===== src/rtl/mux_chk_pkg.sv =====
// Shared types and default sizing for the 4:1 mux equivalence checker.
//   mux_chk_state_t : sweep FSM states
//   N_IN_DEFAULT    : vector width {a,b,c,d,s0,s1}
//   N_DUT_DEFAULT   : number of mux outputs compared
//   SETTLE_DEFAULT  : cycles between driving and sampling a vector
//   VEC_LAST        : last vector of a default-width sweep
package mux_chk_pkg;

    localparam int unsigned N_IN_DEFAULT   = 6;
    localparam int unsigned N_DUT_DEFAULT  = 3;
    localparam int unsigned SETTLE_DEFAULT = 1;
    localparam int unsigned VEC_LAST       = (1 << N_IN_DEFAULT) - 1;

    typedef enum logic [1:0] {
        ST_IDLE   = 2'd0,
        ST_DRIVE  = 2'd1,
        ST_SAMPLE = 2'd2,
        ST_DONE   = 2'd3
    } mux_chk_state_t;

endpackage : mux_chk_pkg


===== src/rtl/mux_chk_score.sv =====
// Scoreboard for one sweep: decides agreement of all mux outputs and keeps
// the match count plus the first disagreeing vector.
//   clk, rst    : clock, synchronous active-high reset
//   clr         : clear all scores (start of a sweep)
//   en          : score the current y against the current vec
//   y           : mux outputs under test
//   vec         : vector currently applied
//   match_c     : combinational agreement of y (used by the FSM for pass)
//   match_cnt   : number of agreeing vectors so far
//   fail_seen   : at least one disagreement so far
//   first_fail  : first disagreeing vector, 0 if none
module mux_chk_score
    import mux_chk_pkg::*;
#(
    parameter int unsigned N_IN  = N_IN_DEFAULT,
    parameter int unsigned N_DUT = N_DUT_DEFAULT
) (
    input  logic              clk,
    input  logic              rst,
    input  logic              clr,
    input  logic              en,
    input  logic [N_DUT-1:0]  y,
    input  logic [N_IN-1:0]   vec,
    output logic              match_c,
    output logic [N_IN:0]     match_cnt,
    output logic              fail_seen,
    output logic [N_IN-1:0]   first_fail
);

    logic [N_IN:0]   match_cnt_q,  match_cnt_d;
    logic            fail_seen_q,  fail_seen_d;
    logic [N_IN-1:0] first_fail_q, first_fail_d;

    // All-ones or all-zeros; case equality makes any X/Z bit a mismatch.
    always_comb begin
        match_c = (y === {N_DUT{1'b1}}) || (y === {N_DUT{1'b0}});
    end

    // Score update: clear wins over enable; only the first miss is latched.
    always_comb begin
        match_cnt_d  = match_cnt_q;
        fail_seen_d  = fail_seen_q;
        first_fail_d = first_fail_q;
        if (clr) begin
            match_cnt_d  = '0;
            fail_seen_d  = 1'b0;
            first_fail_d = '0;
        end else if (en) begin
            if (match_c) begin
                match_cnt_d = match_cnt_q + 1'b1;
            end else if (!fail_seen_q) begin
                fail_seen_d  = 1'b1;
                first_fail_d = vec;
            end
        end
    end

    always_ff @(posedge clk) begin
        if (rst) begin
            match_cnt_q  <= '0;
            fail_seen_q  <= 1'b0;
            first_fail_q <= '0;
        end else begin
            match_cnt_q  <= match_cnt_d;
            fail_seen_q  <= fail_seen_d;
            first_fail_q <= first_fail_d;
        end
    end

    assign match_cnt  = match_cnt_q;
    assign fail_seen  = fail_seen_q;
    assign first_fail = first_fail_q;

endmodule : mux_chk_score


===== config.mk =====
export PLATFORM = sky130hd
export DESIGN_NAME = mux_chk_score
export DESIGN_NICKNAME = d
export VERILOG_FILES = /design/src/rtl/mux_chk_pkg.sv /design/src/rtl/mux_chk_score.sv
export SDC_FILE = /design/constraint.sdc
export NUM_CORES = 1
export LEC_CHECK = 0
export ABC_CLOCK_PERIOD_IN_PS = 2850
export BUFFER_PORTS_ARGS = -buffer_cell sky130_fd_sc_hd__buf_2
export CORE_MARGIN = 5
export CORE_UTILIZATION = 39
export CTS_BUF_LIST = sky130_fd_sc_hd__clkbuf_8
export CTS_CLUSTER_DIAMETER = 80
export DETAILED_ROUTE_END_ITERATION = 7
export PLACE_DENSITY = 0.66
export SLEW_MARGIN = 20
export SYNTH_ARGS = -nofsm -noshare
export SYNTH_HDL_FRONTEND = slang
export SYNTH_SLANG_ARGS = --single-unit

===== constraint.sdc =====
create_clock -name clk -period 2.85 [get_ports clk]
set_input_delay 0.57 -clock clk [delete_from_list [all_inputs] [get_ports clk]]
set_output_delay 0.57 -clock clk [all_outputs]
set_load 0.05 [all_outputs]

Word level (Yosys, flattened, before mapping)

Cells that the tools add are included.

Flip-flop bits (word level): 14
Output and inout bits: 15
Word-level logic and storage cells: 13

$add $sub $neg: 1
Equal/unequal tests: 2
Bitwise gates (word level): 2
Reductions and logical operators: 5

Operators with widths:

| kind                                                                        | number |
|---|---|
| 7-bit by 1-bit adder with 7-bit output (second input constant)              | 1 |
| 2-bit AND reduction                                                         | 2 |
| 3-bit by 1-bit case equality test with 1-bit output (second input constant) | 1 |
| 3-bit case equality test (second input constant)                            | 1 |
| 3-bit AND reduction                                                         | 1 |
| 1-bit inverter                                                              | 2 |
| 2-bit OR reduction                                                          | 1 |
| 1-bit logical OR                                                            | 1 |

Depth between registers and ports, before layout

Gate-level depths: netlist of run 1.

Depth after elaboration: 4
Gate-level depth with buffers: 4
Depth with buffers taken out: 4

Worst setup path after synthesis of run 1

OpenSTA, ideal clock, no wires.

Path kind: input-to-output
From: in y[1]
To: out match_c
Data arrival time: 1436 ps
Path slack: 844 ps
Stages: 3
Buffers on the path: 1
Cells stage by stage: or3_4 > buf_6 > nand2_1

Word-level cells in the longest chain between the ends: 2
Elaborated cells on any way between the ends: 3
Those cells by class: eq/ne (2); reduce/logical (1)

RTL lines:

| item                                                                                                   | RTL line            | RTL |
|---|---|---|
| start: declaration                                                                                     | mux_chk_score.sv:22 | `input logic [N_DUT-1:0] y,` |
| 3-bit case equality test / 3-bit by 1-bit case equality test with 1-bit output (equally long branches) | mux_chk_score.sv:36 | `match_c = (y === {N_DUT{1'b1}}) \|\| (y === {N_DUT{1'b0}});` |
| 1-bit logical OR *                                                                                     | mux_chk_score.sv:36 |  |
| end: declaration                                                                                       | mux_chk_score.sv:24 | `output logic match_c,` |

Every way passes the cells marked *; elsewhere a longest branch is shown, timed or not.

Worst setup path after layout of run 1

Same ends and word-level chain as after synthesis.

==> results.md, run 1 <==
Pwr:
- Total power for the finished layout comes to between 0.4 and 0.5 mW.
- The clock network burns ~42% of the power.
- Net switching is between 20 and 30% of the power.
- The maximum vdd drop is approximately 0.00025 V.
- The areal power density over the cells is 494 nW/um^2.
- The analysis attributes to net switching a power of 0.117 mW.
- The reported leakage power is 0.382 nW.
- The portion of total power attributed to combinational logic is ~14%.
- Cell internal power was estimated by the tool at 0.341 mW.
- The sequential share of power is ~44%.

Critical path:
- The type of destination of the critical path is an output pin.
- The critical path is of the primary input to output pin type.
- The critical path's slowest cell is sky130_fd_sc_hd__or3_4.
- The critical path startpoint category is a primary input.
- Walking the worst path, the cells encountered are buf_2 > or3_4 > nand2_1 > buf_2.
- The biggest fanout along the worst timing path is 12.
- The largest single stage delay on the critical path is 460 ps.
- The cell seen most often among critical-path stages is sky130_fd_sc_hd__buf_2.
- At the worst endpoint, the arrival time is ~1500 ps.
- For the worst setup path, the data required time is ~2300 ps.

Synth:
- When the netlist entered floorplanning its net count stood at between 90 and 100.
- Synthesis produced a netlist whose cell count is just over 80.
- The area share of the leading cell type in the synthesized netlist is 38.8%.
- After synthesis, flip-flops and latches occupy roughly two fifths of the total area.
- In this run, distinct cell masters in the synthesized netlist total 29.
- The synthesized netlist occupies a cell area of 723 um^2.
- After synthesis, the cell types taking the most area are sky130_fd_sc_hd__dfxtp_1, sky130_fd_sc_hd__nand4_1, sky130_fd_sc_hd__o31ai_1, sky130_fd_sc_hd__a21oi_1, sky130_fd_sc_hd__mux2i_1.
- The count of warnings emitted by yosys is 0.
- The post-synthesis register bit count is 14.
- sky130_fd_sc_hd__dfxtp_1 takes more of the synthesized area than any other cell.
- Averaged over all synthesized cells, the footprint is 8.93 um^2.

Die:
- From bottom edge to top edge, the die measures between 50 and 60 um.
- The die is approximately 53 um wide.
- The number of top-level pins is 28.
- The die covers ~2800 um^2.
- Row generation in the floorplan step produced 15 rows.
- The area of the placeable core is approximately 1700 um^2.
- Once the floorplan was initialized, standard cells occupied 41.4% of the core.

Timing:
- The minimum period implied by the final worst setup slack is about 2100 ps.
- The worst hold slack after final layout is roughly 460 ps.
- On the final layout, the worst clock skew is approximately 0.8 ps.
- Setup repair after global routing left no endpoint under its margin.
- The final setup TNS is 0 ps.
- The share of the clock period used by the worst path after layout is between 70% and 80%.
- The number of max-slew violations in the final report came to 0.
- Timing would allow up to about 480 MHz.
- The final number of hold-violating endpoints is 0.
- In this run the tightest slew margin relative to its limit is ~43%.
- The setup violation total in the final timing report is 0.
- For the pin with the worst max-slew slack, the measured transition is approximately 850 ps.
- Across all setup checks in the final design, the least slack found is 765 ps.

Finish:
- For this run, the post-layout net count is ~120.
- Summing all multi-input logic gate instances after layout gives roughly 420 um^2.
- The area of all sequential standard cells is 280 um^2.
- The signed area change from the synthesized netlist to the final layout is 28.4%.
- Summing all non-filler instances in the final layout gives an area of 928 um^2.
- The antenna cell count is 0.
- The filler cells instantiated in the layout total between 150 and 200.
- Of the cells placed in the final design, the portion with a size suffix greater than 1 is a little over a third.

Clocking:
- After clock tree synthesis, the repair step resized 0 gates.
- Clock-pin slew was measured on the worst setup and hold paths at about 60 ps.
- The longest clock path from root to sink contains 2 buffers.
- The clock tree from TritonCTS is yes.
- The clock root buffer is sky130_fd_sc_hd__clkbuf_8.
- Once the clock tree was built, the setup fixing pass inserted 0 buffers.
- The cts-stage hold buffer count is 0.
- CTS built an H-tree with a depth of 1.
- The TritonCTS buffer count is 3.
- The number of clock sinks is 14.
- The later pin in the worst-skew pair is clocked with a latency of about 240 ps.

Place:
- Detailed placement ended at an HPWL of around 1.3 mm.
- Port buffering added 27 buffers.
- Routability-driven placement finished with a final weighted congestion of ~0.77.
- Once placement finished, the instance area stood at 873 um^2.
- Prior to clock tree synthesis, the placed netlist has a worst setup slack of between 700 and 800 ps.

Status:
- The flow ran to the end, and the final reports show no timing, DRC or antenna violations.

Detailed routing:
- The length of the first detailed-routing pass in iterations is 4.
- The detailed-route wire length per cell is between 10 and 15 um.
- Once detail routing completed, the nets flagged for antenna violations numbered 0.
- For this block, the via count after detailed routing is around 700.
- The via count normalized by instance count is about 5.2.
- For this block, the routed nets add up to between 1.5 and 2 mm of wire.
- After detailed routing, the number of remaining DRC violations is 0.
- The count of routing violations after the opening detailed-route iteration is 9.

GRT:
- The total overflow left after global routing is 0.
- The global routing usage summed across all routing layers is 13.8%.
- The first global-routing pass estimated 2.93 mm of wire.
- The number of antenna violations at the first check in global routing is 0.
- Entering global routing, the biggest net connects 13 pins.
- The number of global-route vias before repair came to around 700.

Run:
- The tool flagged a number of max-cap violations equal to 0.

Hold path:
- The worst hold path belongs to the class register to register.
-- critical path: cells and delay by family --
family	cells	cell delay, ps
and+or+nand+nor	2	550
buffers and inverters	2	390
-- metrics by stage --
stage | utilization (%) | std cells
3_3_place_gp | 50.0 | 130
5_1_grt | 53.2 | 134
6_report | 53.2 | 134
3_5_place_dp | 50.0 | 130
4_1_cts | 53.2 | 134
2_1_floorplan | - | 81
-- synth_stat cells (all sizes together) --
cell    number
dfxtp       14
a21oi       10
nand4        8
nand3        7
nand2        6
o31ai        6
or3          5
mux2i        4
a211oi       2
buf          2
clkbuf       2
nor2         2
a2111o       1
a21boi       1
a21o         1
a31oi        1
and3         1
ha           1
nand2b       1
nor2b        1
nor3         1
o211ai       1
o21ai        1
or2          1
or4b         1
-- cells in the final DEF (no fill, tap or decap), types with 2 or more instances in the layout --
cell type,synthesis,layout
sky130_fd_sc_hd__buf_2,1,27
sky130_fd_sc_hd__dfxtp_1,14,14
sky130_fd_sc_hd__nand4_1,8,8
sky130_fd_sc_hd__a21oi_1,8,8
sky130_fd_sc_hd__nand3_1,7,7
sky130_fd_sc_hd__nand2_1,6,6
sky130_fd_sc_hd__o31ai_1,6,6
sky130_fd_sc_hd__or3_1,4,4
sky130_fd_sc_hd__mux2i_1,4,4
sky130_fd_sc_hd__clkbuf_8,0,4
sky130_fd_sc_hd__nor2_1,2,2
sky130_fd_sc_hd__a21oi_2,2,2
-- state kept, by name (all words and copies together), names as in the netlist --
name and flops:
fail_seen 1, first_fail 6, match_cnt 7
-- cells by family (layout without fill, tap and decap cells) --
family | Yosys count | in the layout | synth area share, %
flops | 14 | 14 | 38.8
compound gates | 24 | 24 | 23.7
fa+ha+maj | 1 | 1 | 1.73
buf+inv | 4 | 32 | 3.29
simple gates | 34 | 34 | 27.0
mux | 4 | 4 | 5.54
-- power by group through the flow --
stage | sequential [mW] | combinational, mW | clock (mW)
6_report | 0.202 | 0.0634 | 0.193
3_5_place_dp | 0.206 | 0.0633 | 0
2_1_floorplan | 0.219 | 0.0292 | 0
5_1_grt | 0.202 | 0.0682 | 0.208
3_3_place_gp | 0.206 | 0.0628 | 0
4_1_cts | 0.202 | 0.0635 | 0.199
-- metal layers --
| metal | vias up | wire length [um] | global-route usage [%] |
|---|---|---|---|
| li1 | 373 | - | - |
| met2 | 12 | 805 | 22.5 |
| met5 | - | 0 | 0 |
| met3 | 2 | 62 | 2.82 |
| met1 | 312 | 863 | 17.8 |
| met4 | 0 | 18 | 5.11 |
-- final timing paths --
kind / startpoint / endpoint / slack, ps / depth (start not counted)
worst min-delay path: first_fail[1]$_SDFFE_PP0P_ / first_fail[1]$_SDFFE_PP0P_ / 460 / 2
worst max register to register: match_cnt[0]$_SDFFE_PP0P_ / match_cnt[4]$_SDFFE_PP0P_ / 1590 / 4
worst min register to register: first_fail[1]$_SDFFE_PP0P_ / first_fail[1]$_SDFFE_PP0P_ / 460 / 2
worst max-delay path: y[1] / match_c / 770 / 4
-- area by class of cell --
cell class	count	share of cell area [%]
multi-input combinational	63	45.1
tap	25	3.37
timing repair buffer	28	15.4
clock buffer	4	5.93
sequential	14	30.2
(Power assumes the default switching activity.)
==> run 2: changes to the inputs <==
Settings changed: ABC_AREA set to 1, ABC_CLOCK_PERIOD_IN_PS 2850 to 2000, PLACE_DENSITY 0.66 to 0.67.
Clock period 2.85 ns to 2 ns, I/O delays scaled along.
==> run 2 against run 1 <==
  * Combinational power up 56%
  * Largest cell class unchanged
  * Clock skew up 1.3 ps
  * Area after synthesis is 4.5% lower
  * Clock-buffer cell count is the same
  * Critical path type unchanged
  * Worst hold slack worse by 85 ps
  * Core utilization shrank 0.81 points
  * Routed wire length is 13% lower
  * Die area is 3.7% lower
==> results.md, run 2 <==
Place:
- The count of buffers inserted at the top-level ports is 27 (unchanged).
- The post-detailed-placement half-perimeter wirelength came to 1.12 mm (was 1.29 mm).
- The final estimated routing congestion in global placement was 0.788 (was 0.775).

Clocking:
- The clock latency at the later pin of the worst-skew pair is 240 ps (about the same).
- The total of cells resized after clock tree synthesis is 0 (unchanged).
- The TritonCTS buffer count was 3 (unchanged).
- The clock root buffer is sky130_fd_sc_hd__clkbuf_8 (unchanged).
- The maximum buffer depth of the clock tree is 2 (unchanged).
- The number of buffers inserted by post-CTS setup repair is 0 (unchanged).
- The CTS H-tree depth is 1 (unchanged).
- The number of clock sinks is 14 (unchanged).
- The cts-stage hold buffer count is 0 (unchanged).
- The CTS clock-pin slew for the worst setup and hold paths is 60 ps (about the same).
- The clock tree from TritonCTS is yes (unchanged).

Synth:
- The post-synth net total is 117 (was 95).
- Area contributors post-synth: sky130_fd_sc_hd__dfxtp_1, sky130_fd_sc_hd__nand2_1, sky130_fd_sc_hd__nor2_1, sky130_fd_sc_hd__inv_1, sky130_fd_sc_hd__nand2_4 (was sky130_fd_sc_hd__dfxtp_1, sky130_fd_sc_hd__nand4_1, sky130_fd_sc_hd__o31ai_1, sky130_fd_sc_hd__a21oi_1, sky130_fd_sc_hd__mux2i_1).
- The post-synthesis register bit count was 14 (unchanged).
- The proportion of synthesized chip area in sequential cells is 40.6% (was 38.8%).
- The cell accounting for the most synthesized area is sky130_fd_sc_hd__dfxtp_1 (unchanged).
- The cell count after synthesis is 103 (was 81).
- The number of distinct library cells after synthesis is 15 (was 29).
- The count of warnings emitted by yosys was 0 (unchanged).
- The number of enable flip-flop cells after synthesis was 0 (unchanged).
- The fraction of registers with async set or reset after synthesis is 0% (unchanged).
- The area share of the leading cell type in the synthesized netlist is 40.6% (was 38.8%).
- Synth top cells by count: sky130_fd_sc_hd__nand2_1, sky130_fd_sc_hd__nor2_1, sky130_fd_sc_hd__inv_1 (was sky130_fd_sc_hd__dfxtp_1, sky130_fd_sc_hd__a21oi_1, sky130_fd_sc_hd__nand4_1).
- The commonest register cell after synthesis is sky130_fd_sc_hd__dfxtp_1 (unchanged).
- The cell with the most instances after synthesis is sky130_fd_sc_hd__nand2_1 (was sky130_fd_sc_hd__dfxtp_1).
- The synthesized area per cell is 6.71 um^2 (was 8.93 um^2).
- The cell area after synthesis was 691 um^2 (was 723 um^2).

Pwr:
- The sequential share of power is 43.6% (was 44.0%).
- The reported leakage power is 0.470 nW (was 0.382 nW).
- The maximum vdd drop is 0.000340 V (was 0.000251 V).
- The clock share of power is 41.6% (was 42.2%).
- The switching power is 0.177 mW (was 0.117 mW).
- The switching share of total power is 26.6% (was 25.5%).
- The power after layout is 0.667 mW (was 0.458 mW).
- The internal cell power came to 0.490 mW (was 0.341 mW).
- The portion of total power attributed to combinational logic is 14.8% (was 13.8%).
- The areal power density over the cells came to 746 nW/um^2 (was 494 nW/um^2).

Die:
- The number of top-level pins is 28 (unchanged).
- The die outline width is 52.1 um (was 53.1 um).
- The die outline height is 52.1 um (was 53.1 um).
- The starting density of the core is 40.4% (was 41.4%).
- The area of the placeable core is 1710 um^2 (was 1750 um^2).
- The area of the die is 2710 um^2 (was 2820 um^2).
- The row count is 15 (unchanged).

Run:
- The reported max-cap violation count is 0 (unchanged).

Critical path:
- The logic depth of the worst path, buffers included came to 5 (was 4).
- The biggest fanout along the worst timing path is 6 (was 12).
- The critical path buffer and inverter count came to 2 (unchanged).
- The launching element of the worst setup path is y[1] (unchanged).
- The capture point of the worst path is match_c (unchanged).
- The type of destination of the critical path is an output pin (unchanged).
- The largest stage delay on the critical path was 270 ps (was 460 ps).
- The arrival time at the worst endpoint was 1110 ps (was 1510 ps).
- The critical path's slowest cell is sky130_fd_sc_hd__buf_2 (was sky130_fd_sc_hd__or3_4).
- The critical path startpoint category is a primary input (unchanged).
- The worst reg-to-reg setup slack is 750 ps (was 1590 ps).
- The destination of the worst register-to-register timing path is match_cnt[6]$_SDFFE_PP0P_ (was match_cnt[4]$_SDFFE_PP0P_).
- The cell class contributing the biggest share of worst-path delay is buffers and inverters (was simple AND/OR/NAND/NOR gates).
- The type of the worst setup path was primary input to output pin (unchanged).
- The data required time at the worst endpoint came to 1600 ps (was 2280 ps).
- CP cell instances: buf_2 > nor2_1 > nand2_1 > nand2_4 > buf_2 (was buf_2 > or3_4 > nand2_1 > buf_2).
- The cell seen most often among critical-path stages is sky130_fd_sc_hd__buf_2 (unchanged).
- The worst reg-to-reg path cell count is 7 (was 4).
- The reg-to-reg critical path startpoint is match_cnt[0]$_SDFFE_PP0P_ (unchanged).

Detailed routing:
- The via count normalized by instance count is 4.41 (was 5.22).
- The count of routing violations after the opening detailed-route iteration is 12 (was 9).
- The length of the first detailed-routing pass in iterations is 4 (unchanged).
- The final routed DRC violation total is 0 (unchanged).
- The aggregate routed wire length is 1.52 mm (was 1.75 mm).
- The count of vias placed by the detailed router is 697 (was 699).
- The detailed-route wire length per cell is 9.63 um (was 13.1 um).
- The remaining number of nets flagged by the antenna check after routing is 0 (unchanged).

Timing:
- Dividing the final minimum period by the clock period gives roughly 75%.
- The peak clock frequency supported by timing is about 660 MHz.
- RSZ-0062 raised after global routing: no (unchanged).
- The pin slew with the least headroom to its limit was 286 ps (was 848 ps).
- The final number of hold-violating endpoints was 0 (unchanged).
- The clock tree skew after final layout is 2.11 ps (was 0.792 ps).
- The number of max-slew violations in the final report is 0 (unchanged).
- The setup violation total in the final timing report is 0 (unchanged).
- The final setup TNS was 0 ps (unchanged).
- The tightest slew margin relative to the limit came to 80.9% (was 43.0%).
- The smallest clock period supported by the final layout is computed as roughly 1500 ps.

Finish:
- The fraction of final layout cells sized beyond drive strength 1 is 26.3% (was 35.8%).
- The layout net count is 148 (was 124).
- The flip-flop count of the largest register, all copies and words added was 7 (unchanged).
- Highest-count cells in the layout ignoring fill and taps: sky130_fd_sc_hd__nand2_1, sky130_fd_sc_hd__buf_2, sky130_fd_sc_hd__nor2_1 (was sky130_fd_sc_hd__buf_2, sky130_fd_sc_hd__dfxtp_1, sky130_fd_sc_hd__nand4_1, sky130_fd_sc_hd__a21oi_1, sky130_fd_sc_hd__nand3_1).
- The most common cell after layout, fill and taps aside is sky130_fd_sc_hd__nand2_1 (was sky130_fd_sc_hd__buf_2).
- The signed area change from the synthesized netlist to the final layout came to 29.5% (was 28.4%).
- The antenna cell count was 0 (unchanged).

Hold path:
- The class of the worst hold path is primary input to register (was register to register).

GRT:
- The first-pass GRT wire length is 2.57 mm (was 2.93 mm).
- The number of global-route vias before repair came to 612 (was 703).
- The maximum number of pins on one net before global-route repair is 13 (unchanged).
- The global routing usage summed across all routing layers was 12.9% (was 13.8%).
- The number of antenna violations at the first check in global routing is 0 (unchanged).
- The total congestion overflow after global routing came to 0 (unchanged).

Status:
- Run status: complete, no violations (unchanged).
run 2: cell types whose count changed in the layout (fill, tap and decap cells not counted), moves of 3 or more:
cell / before / now
sky130_fd_sc_hd__or3_1: 4 / 0
sky130_fd_sc_hd__inv_1: 0 / 15
sky130_fd_sc_hd__nand2_1: 6 / 29
sky130_fd_sc_hd__a21oi_1: 8 / 3
sky130_fd_sc_hd__nor2_1: 2 / 26
sky130_fd_sc_hd__nand4_1: 8 / 2
sky130_fd_sc_hd__nand3_1: 7 / 4
sky130_fd_sc_hd__mux2i_1: 4 / 0
sky130_fd_sc_hd__o31ai_1: 6 / 0
run 2: worst min path at each step:
stage / cells after the start / from / end / slack [ps]
after floorplan: 2 / vec[0] / first_fail[0]$_SDFFE_PP0P_ / 530
after global placement: 2 / fail_seen$_SDFFE_PP0P_ / fail_seen$_SDFFE_PP0P_ / 480
after detailed placement: 2 / fail_seen$_SDFFE_PP0P_ / fail_seen$_SDFFE_PP0P_ / 490
after CTS: 3 / vec[3] / first_fail[3]$_SDFFE_PP0P_ / 370
after global routing: 3 / vec[4] / first_fail[4]$_SDFFE_PP0P_ / 380
final: 3 / vec[3] / first_fail[3]$_SDFFE_PP0P_ / 380
run 2: cell families after synthesis:
group                    count (synthesis)  share of synthesized area (%)
adder cells (fa/ha/maj)                  1                           1.81
XOR/XNOR                                 2                           2.54
AND/OR/NAND/NOR                         65                           40.4
flip-flops                              14                           40.6
buffers and inverters                   17                           11.8
AO/OA/AOI/OAI                            4                           2.90
run 2: worst min-delay path, stage by stage:
cell	delay, ps
sky130_fd_sc_hd__buf_2	70
sky130_fd_sc_hd__nor2_1	30
sky130_fd_sc_hd__nor2_1	80
run 2: power by group through the flow:
stage	Sequential, mW	Clock (mW)	Combinational [mW]
after detailed placement	0.297	0	0.0990
final	0.291	0.278	0.0987
after floorplan	0.323	0	0.0473
after CTS	0.291	0.282	0.0998
after global placement	0.297	0	0.0975
after global routing	0.292	0.295	0.109
run 2: area by class of cell:
type                            instances  area [um^2]
Tap cell                               25         31.3
Clock buffer                            4         55.1
Multi-Input combinational cell         72          329
Sequential cell                        14          280
Timing Repair Buffer                   28          143
Inverter                               15         56.3
Fill cell                             190          813
run 2: routing by layer:
layer  track usage, %  routed length (um)  up-vias
met5                0                   0        -
met4             9.17                  28        0
met3             3.15                  69        2
met2             20.9                 746       17
met1             14.5                 678      309
li1                 -                   -      369
run 2: per-stage QoR:
step | area (um^2) | hold slack (ps) | util (%) | setup slack (ps) | cells
4_1_cts | 895 | 373 | 52.4 | 484 | 158
3_5_place_dp | 840 | 487 | 49.2 | 486 | 154
2_1_floorplan | 691 | 535 | - | 448 | 103
5_1_grt | 895 | 379 | 52.4 | 422 | 158
6_report | 895 | 377 | 52.4 | 490 | 158
3_3_place_gp | 840 | 481 | 49.2 | 526 | 154
